[src/rtl/aes_inv_key_expand.sv]
// AES-128 inverse key schedule. Walks round keys from round 10 back to round 0,
// one key per accepted handshake, using an external combinational SubWord S-box.
module aes_inv_key_expand (
  input  logic         clk,
  input  logic         nReset,
  input  logic         start,
  input  logic [127:0] lastKey,
  input  logic         outReady,
  output logic [31:0]  subIn,
  input  logic [31:0]  subOut,
  output logic         busy,
  output logic         keyValid,
  output logic [127:0] roundKey,
  output logic [3:0]   roundIdx,
  output logic         done
);
  localparam logic [0:0] IDLE = 1'b0;
  localparam logic [0:0] RUN  = 1'b1;

  logic [0:0]   state_q, state_d;
  logic [127:0] round_key_q, round_key_d;
  logic [3:0]   round_idx_q, round_idx_d;
  logic         key_valid_q, key_valid_d;
  logic         done_q, done_d;
  logic [31:0]  w0_s, w1_s, w2_s, w3_s;
  logic [31:0]  p0_s, p1_s, p2_s, p3_s;
  logic         xfer_s;

  // Round constant used when the key of round idx was derived from round idx-1.
  function automatic logic [7:0] rcon(input logic [3:0] idx);
    case (idx)
      4'd1:    rcon = 8'h01;
      4'd2:    rcon = 8'h02;
      4'd3:    rcon = 8'h04;
      4'd4:    rcon = 8'h08;
      4'd5:    rcon = 8'h10;
      4'd6:    rcon = 8'h20;
      4'd7:    rcon = 8'h40;
      4'd8:    rcon = 8'h80;
      4'd9:    rcon = 8'h1b;
      4'd10:   rcon = 8'h36;
      default: rcon = 8'h00;
    endcase
  endfunction

  // Undo one forward schedule step; P3 is the previous key's last word and
  // therefore the word whose RotWord fed SubWord in the forward direction.
  always_comb begin
    w0_s = round_key_q[127:96];
    w1_s = round_key_q[95:64];
    w2_s = round_key_q[63:32];
    w3_s = round_key_q[31:0];
    p3_s = w3_s ^ w2_s;
    p2_s = w2_s ^ w1_s;
    p1_s = w1_s ^ w0_s;
    p0_s = w0_s ^ subOut ^ {rcon(round_idx_q), 24'h000000};
  end

  assign subIn    = {p3_s[23:0], p3_s[31:24]};
  assign xfer_s   = key_valid_q & outReady;
  assign busy     = (state_q == RUN);
  assign keyValid = key_valid_q;
  assign roundKey = round_key_q;
  assign roundIdx = round_idx_q;
  assign done     = done_q;

  // Next-state logic: load on start, step back one round per transfer.
  always_comb begin
    state_d     = state_q;
    round_key_d = round_key_q;
    round_idx_d = round_idx_q;
    key_valid_d = key_valid_q;
    done_d      = 1'b0;
    case (state_q)
      IDLE: begin
        if (start) begin
          round_key_d = lastKey;
          round_idx_d = 4'd10;
          key_valid_d = 1'b1;
          state_d     = RUN;
        end else begin
          state_d = IDLE;
        end
      end
      RUN: begin
        if (xfer_s) begin
          if (round_idx_q == 4'd0) begin
            key_valid_d = 1'b0;
            done_d      = 1'b1;
            state_d     = IDLE;
          end else begin
            round_key_d = {p0_s, p1_s, p2_s, p3_s};
            round_idx_d = round_idx_q - 4'd1;
          end
        end else begin
          state_d = RUN;
        end
      end
      default: begin
        state_d     = IDLE;
        key_valid_d = 1'b0;
      end
    endcase
  end

  // State registers with asynchronous clear.
  always_ff @(posedge clk or negedge nReset) begin
    if (!nReset) begin
      state_q     <= IDLE;
      round_key_q <= 128'h0;
      round_idx_q <= 4'd0;
      key_valid_q <= 1'b0;
      done_q      <= 1'b0;
    end else begin
      state_q     <= state_d;
      round_key_q <= round_key_d;
      round_idx_q <= round_idx_d;
      key_valid_q <= key_valid_d;
      done_q      <= done_d;
    end
  end
endmodule

[config.mk]
export PLATFORM = sky130hd
export DESIGN_NAME = aes_inv_key_expand
export DESIGN_NICKNAME = d
export VERILOG_FILES = /design/src/rtl/aes_inv_key_expand.sv
export SDC_FILE = /design/constraint.sdc
export NUM_CORES = 1
export LEC_CHECK = 0
export CAP_MARGIN = 25
export CORE_MARGIN = 2
export CORE_UTILIZATION = 40
export DETAILED_ROUTE_END_ITERATION = 10
export GPL_ROUTABILITY_DRIVEN = 0
export PLACE_DENSITY = 0.73
export SLEW_MARGIN = 20
export SYNTH_ARGS = -nofsm -noshare
export SYNTH_HDL_FRONTEND = slang
export SYNTH_SLANG_ARGS = --single-unit
[constraint.sdc]
create_clock -name clk -period 3.5 [get_ports clk]
set_input_delay 0.7 -clock clk [delete_from_list [all_inputs] [get_ports clk]]
set_output_delay 0.7 -clock clk [all_outputs]
set_load 0.01 [all_outputs]
* After elaboration in Yosys (flattened, before gate mapping)
Memories as Yosys holds them, arrays and structs flattened. Index checks and enable logic that the tools add are counted.
Word-level totals: output and inout port bits 167, memories 1, logic and storage cells 40, input bits 164, ROM bits 128, bits in registers 135
Cells by class: reduce and logical (&&, ||, !) cells 3, muxes and demuxes 19, equality and inequality tests 4, $add $sub $neg 1, bitwise operators 7
Memories:
- (no name shown) | depth 16, width 8, read ports 1, clocked after Yosys merged registers in 0, wr ports 0, line 31 | case (idx)
Operator list (count):
- 2-to-1 mux 128 bit | 3
- one-hot mux 128 bit (2 select lines) | 1
- XOR 32 bit | 5
- 2-to-1 mux 4 bit | 3
- 2-to-1 mux 1 bit | 9
- one-hot mux 4 bit (2 select lines) | 1
- AND reduction 3 bit | 2
- logical NOT 4 bit | 1
- != test 2 x 1 -> 1 bit, second input constant | 2
- != test 2 bit, second input constant | 2
- one-hot mux 1 bit (2 select lines) | 2
- subtractor 4 x 1 -> 4 bit, second input constant | 1
- AND 1 bit | 1
- NOT 1 bit | 1

* Depth between registers and ports, before layout
depth in word-level cells 5, depth in mapped cells 9

* Least setup slack after synthesis
Ideal clock, no wire load.
path type reg-to-reg, start reg round_idx_q[0] (netlist: roundIdx[0]), end reg round_key_q[65] (netlist: roundKey[65]), clock period less this slack 1.959 ns, required time 3.363 ns, arrival time 1.822 ns, stages on the path, launching flop included 10, library setup time 0.137 ns, setup slack 1.541 ns, path through dfrtp_1 > inv_1 > ha_1 > or3b_1 > buf_6 > buf_6 > buf_6 > nand3_2 > xor2_1 > a21oi_1
On the way: longest elaborated chain between the ends 3
Ends and longest elaborated chain:
- from (decl) | line 22 | logic [3:0] round_idx_q, round_idx_d;
- from (signal assigned) | line 117 | round_idx_q <= round_idx_d;
- logical NOT 4 bit | line 87 | if (round_idx_q == 4'd0) begin
- != test 2 bit (no source line)
- AND reduction 3 bit (no source line)
- to (signal assigned) | line 116 | round_key_q <= round_key_d;
- to (decl) | line 21 | logic [127:0] round_key_q, round_key_d;
No other way between the ends. A chain may end at the register's enable or synchronous reset.

* Worst setup path in the final report
start reg round_idx_q[0] (netlist: roundIdx[0]), end reg round_key_q[88] (netlist: roundKey[88])
The elaborated chain is that of the path after synthesis.

==> report_table.html <==
<table>
<tr><th>Metric</th><th>Value</th></tr>
<tr><th colspan="2">Run status</th></tr>
<tr><td>Status</td><td>finished, final reports clean</td></tr>
<tr><th colspan="2">Power and ir drop</th></tr>
<tr><td>Clk pwr share</td><td>15.5%</td></tr>
<tr><td>Combinational power share</td><td>54.9%</td></tr>
<tr><td>Switching portion of total power</td><td>39.99%</td></tr>
<tr><td>Cell Int Power</td><td>7530 uW</td></tr>
<tr><td>Total power</td><td>~13000 uW</td></tr>
<tr><td>Reported leakage power</td><td>~0.005 uW</td></tr>
<tr><td>Power per cell area</td><td>959.1 mW/mm^2</td></tr>
<tr><td>Share of power burned in registers</td><td>between 20% and 30%</td></tr>
<tr><td>Worst vdd ir</td><td>0.0006537 V</td></tr>
<tr><td>Reported net switching power</td><td>5019 uW</td></tr>
<tr><th colspan="2">Synth</th></tr>
<tr><td>Avg Synthesized Cell Area</td><td>approximately 9.3 um^2</td></tr>
<tr><td>Synth Flop Type</td><td>sky130_fd_sc_hd__dfrtp_1</td></tr>
<tr><td>Proportion of synthesized chip area in sequential cells</td><td>a little under two fifths</td></tr>
<tr><td>Syn Nets</td><td>1138</td></tr>
<tr><td>Post-Syn Instances</td><td>969</td></tr>
<tr><td>Netlist area before placement</td><td>a little over 0.009 mm^2</td></tr>
<tr><td>Number of warnings printed during yosys synthesis</td><td>0</td></tr>
<tr><td>Register bit total from synthesis</td><td>135</td></tr>
<tr><td>Count of different cell masters after synthesis</td><td>48</td></tr>
<tr><td>Fraction of registers with async set/reset</td><td>100.0%</td></tr>
<tr><td>Count of flip-flops with a built-in enable after synthesis</td><td>0</td></tr>
<tr><th colspan="2">Cells and area</th></tr>
<tr><td>Count of filler cells inserted in the layout</td><td>1984</td></tr>
<tr><td>Layout area overhead</td><td>44.63%</td></tr>
<tr><td>Commonest non-fill, non-tap cell in the layout</td><td>sky130_fd_sc_hd__clkdlybuf4s50_1</td></tr>
<tr><td>Layout cell share with drive strength beyond 1</td><td>8.134%</td></tr>
<tr><td>Layout net count</td><td>1411</td></tr>
<tr><td>Top library cells by usage in the layout, fill and taps aside</td><td>328 x sky130_fd_sc_hd__clkdlybuf4s50_1, 154 x sky130_fd_sc_hd__xor2_1, 134 x sky130_fd_sc_hd__dfrtp_1</td></tr>
<tr><th colspan="2">Global routing</th></tr>
<tr><td>Number of antenna violations at the first check in global routing</td><td>1</td></tr>
<tr><td>Number of global-route vias before repair</td><td>8312</td></tr>
<tr><td>GR Util All Layers</td><td>about a quarter</td></tr>
<tr><td>Largest net degree at the start of global routing</td><td>154</td></tr>
<tr><td>Sum of overflow across all layers after global routing</td><td>0</td></tr>
<tr><td>First-pass GRT wire length</td><td>45.70 mm</td></tr>
<tr><th colspan="2">Timing</th></tr>
<tr><td>Share of the cycle needed by the critical path after routing</td><td>73.47%</td></tr>
<tr><td>Fin Clk Skew</td><td>approximately 0.011 ns</td></tr>
<tr><td>Rel. slew slack</td><td>32.47%</td></tr>
<tr><td>Actual slew at the worst max-slew pin</td><td>1.013 ns</td></tr>
<tr><td>Setup repair after global routing missed its margin</td><td>no</td></tr>
<tr><td>Count of endpoints failing hold in the final timing report</td><td>0</td></tr>
<tr><td>Setup-violating endpoint count in the final report</td><td>0</td></tr>
<tr><td>Maximum achievable frequency</td><td>388.9 MHz</td></tr>
<tr><td>Minimum period implied by the final worst setup slack</td><td>2.572 ns</td></tr>
<tr><td>Setup TNS</td><td>0 ns</td></tr>
<tr><td>Final worst setup slack</td><td>0.9284 ns</td></tr>
<tr><td>Number of max-slew violations in the final report</td><td>0</td></tr>
<tr><th colspan="2">Worst setup path</th></tr>
<tr><td>Launch point of the critical path</td><td>roundIdx[0]</td></tr>
<tr><td>Worst r2r src</td><td>roundIdx[0]</td></tr>
<tr><td>Arr. time, crit path</td><td>2.91 ns</td></tr>
<tr><td>Startpoint kind of the worst setup timing path</td><td>flop</td></tr>
<tr><td>Worst endpoint required time</td><td>3.84 ns</td></tr>
<tr><td>Type of destination of the critical path</td><td>flop</td></tr>
<tr><td>Kind of critical path</td><td>flop to flop</td></tr>
<tr><td>Critical-path maximum fanout</td><td>73</td></tr>
<tr><th colspan="2">Clock network</th></tr>
<tr><td>Clock H-tree levels</td><td>4</td></tr>
<tr><td>Longest Clk Path Bufs</td><td>2</td></tr>
<tr><td>Setup bufs post-CTS</td><td>0</td></tr>
<tr><td>Clock latency on the worst-skew pair</td><td>0.42 ns</td></tr>
<tr><td>Count of clock tree sinks</td><td>135</td></tr>
<tr><td>Master cell of the clock root buffer</td><td>sky130_fd_sc_hd__clkbuf_16</td></tr>
<tr><td>Quantity of gates resized following cts</td><td>0</td></tr>
<tr><td>CTS tree</td><td>done</td></tr>
<tr><td>Number of buffers inserted by hold repair at cts</td><td>0</td></tr>
<tr><td>CTS clock-pin slew for the worst setup and hold paths</td><td>0.06 ns</td></tr>
<tr><td>Number of buffers created by CTS</td><td>17</td></tr>
<tr><th colspan="2">Floorplan</th></tr>
<tr><td>Floorplan die width</td><td>between 150 and 200 um</td></tr>
<tr><td>Vert. Die Dim</td><td>154.4 um</td></tr>
<tr><td>Area of the placeable core</td><td>0.02243 mm^2</td></tr>
<tr><td># IOs</td><td>around 330</td></tr>
<tr><td>Std-Cell Rows</td><td>between 50 and 60</td></tr>
<tr><td>Floorplan die area</td><td>0.02384 mm^2</td></tr>
<tr><td>Effective utilization at floorplan</td><td>~40%</td></tr>
<tr><th colspan="2">Placed design</th></tr>
<tr><td>Count of input and output buffers</td><td>330</td></tr>
<tr><td>Detailed placement HPWL</td><td>20.07 mm</td></tr>
<tr><td>Worst setup slack before clock tree synthesis</td><td>1.007 ns</td></tr>
<tr><th colspan="2">Min path</th></tr>
<tr><td>Tightest Hold Check Type</td><td>primary input to asynchronous set/reset pin</td></tr>
<tr><th colspan="2">Drt</th></tr>
<tr><td>Final antenna-violating net count</td><td>0</td></tr>
<tr><td>1st-pass router iterations</td><td>4</td></tr>
<tr><td>Per-cell routed wire length</td><td>around 19 um</td></tr>
<tr><td>Via-per-instance ratio</td><td>5.468</td></tr>
<tr><td>Violation count after the first detailed-route iteration</td><td>477</td></tr>
<tr><td>Final Routed Wirelength</td><td>28.94 mm</td></tr>
<tr><td>Drc violations</td><td>0</td></tr>
<tr><td>Detailed-route via count</td><td>8421</td></tr>
<tr><th colspan="2">Job</th></tr>
<tr><td>Max-Cap Viols</td><td>0</td></tr>
</table>
==> cells in the mapped netlist (all sizes together), types with 2 or more instances <==
master     n  area share, %
xor2     154             15
dfrtp    135             37
nor2b    130            9.0
a211oi   126             10
nand3    125            9.6
a21oi    122            6.7
clkbuf    50            2.1
buf       39            2.9
nand2     12           0.58
a31oi      6           0.41
inv        6           0.25
nor3       6           0.46
ha         5           0.69
o21ai      4           0.22
o31ai      4           0.33
a2111oi    3           0.43
and3b      3           0.29
nand3b     3           0.25
o21a       3           0.25
or3        3           0.21
and3       2           0.14
mux2i      2           0.22
nor2       2          0.083
o2111ai    2           0.19
o211ai     2           0.17
o22a       2           0.19
o22ai      2           0.14
o41ai      2           0.19
or4        2           0.17
xnor2      2           0.19
==> state kept, by name (all words and copies together), names as in the netlist <==
register and flops:
roundKey 128, roundIdx 4, busy 1, done 1, keyValid 1
==> cell type report <==
class | count | area [um^2] | share of cell area (%)
multi-input combinational | 739 | 5199 | 39.73
inverter | 6 | 22.52 | 0.1721
clock buffer | 20 | 456.7 | 3.490
sequential | 135 | 3382 | 25.85
antenna | 1 | 2.502 | 0.01912
clock inverter | 11 | 172.7 | 1.320
timing repair buffer | 343 | 3493 | 26.70
tap | 285 | 356.6 | 2.725
==> cell families after synthesis <==
family / after synthesis / share of synthesized area, %
simple gates: 296 / 21.45
compound gates: 280 / 19.94
xor+xnor: 156 / 15.10
flops: 135 / 37.34
buf+inv: 95 / 5.255
fa+ha+maj: 5 / 0.6915
mux: 2 / 0.2213
==> worst max-delay path, stage by stage, from the launching register on <==
cell and delay (ns):
sky130_fd_sc_hd__dfrtp_1 0.43, sky130_fd_sc_hd__inv_1 0.13, sky130_fd_sc_hd__ha_1 0.25, sky130_fd_sc_hd__or3b_4 0.62, sky130_fd_sc_hd__buf_12 0.38, sky130_fd_sc_hd__nand3_1 0.19
sky130_fd_sc_hd__xor2_1 0.17, sky130_fd_sc_hd__a21oi_1 0.14
==> metal layers <==
metal | track usage, % | wire, um | vias up
li1 | - | - | 4012
met3 | 5.127 | 1594 | 46
met2 | 38.84 | 13560 | 265
met5 | 0 | 10 | -
met4 | 6.702 | 652 | 2
met1 | 32.54 | 13120 | 4096
==> stage by stage <==
| stage | hold WS, ns | area [um^2] | std cells | utilization [%] |
|---|---|---|---|---|
| 5_1_grt | 0.3436 | 13080 | 1539 | 58.32 |
| 4_1_cts | 0.3276 | 13080 | 1539 | 58.32 |
| 3_3_place_gp | 0.5497 | 12450 | 1508 | 55.51 |
| 6_report | 0.2884 | 13090 | 1540 | 58.33 |
| 3_5_place_dp | 0.5549 | 12450 | 1508 | 55.51 |
| 2_1_floorplan | 0.4044 | 9047 | 969 | - |
==> power groups by stage <==
stage               sequential [uW]  clock, uW  combinational (uW)
finish                         3720       1940                6890
global placement               3710          0                6740
global route                   3870       2040                7470
floorplan                      3730          0                3450
CTS                            3730       1980                6930
detailed placement             3740          0                6900
==> path summary, 6_finish.rpt <==
check,end,slack (ns),cells past startpoint
max,roundKey[88],0.93,7
min,roundKey[19],0.29,1
max reg2reg,roundKey[88],0.93,7
min reg2reg,keyValid,0.57,2
max in group asynchronous,roundKey[115],2.38,2
min in group clk,keyValid,0.57,2
No activity file was read; power rests on OpenSTA's default activity.
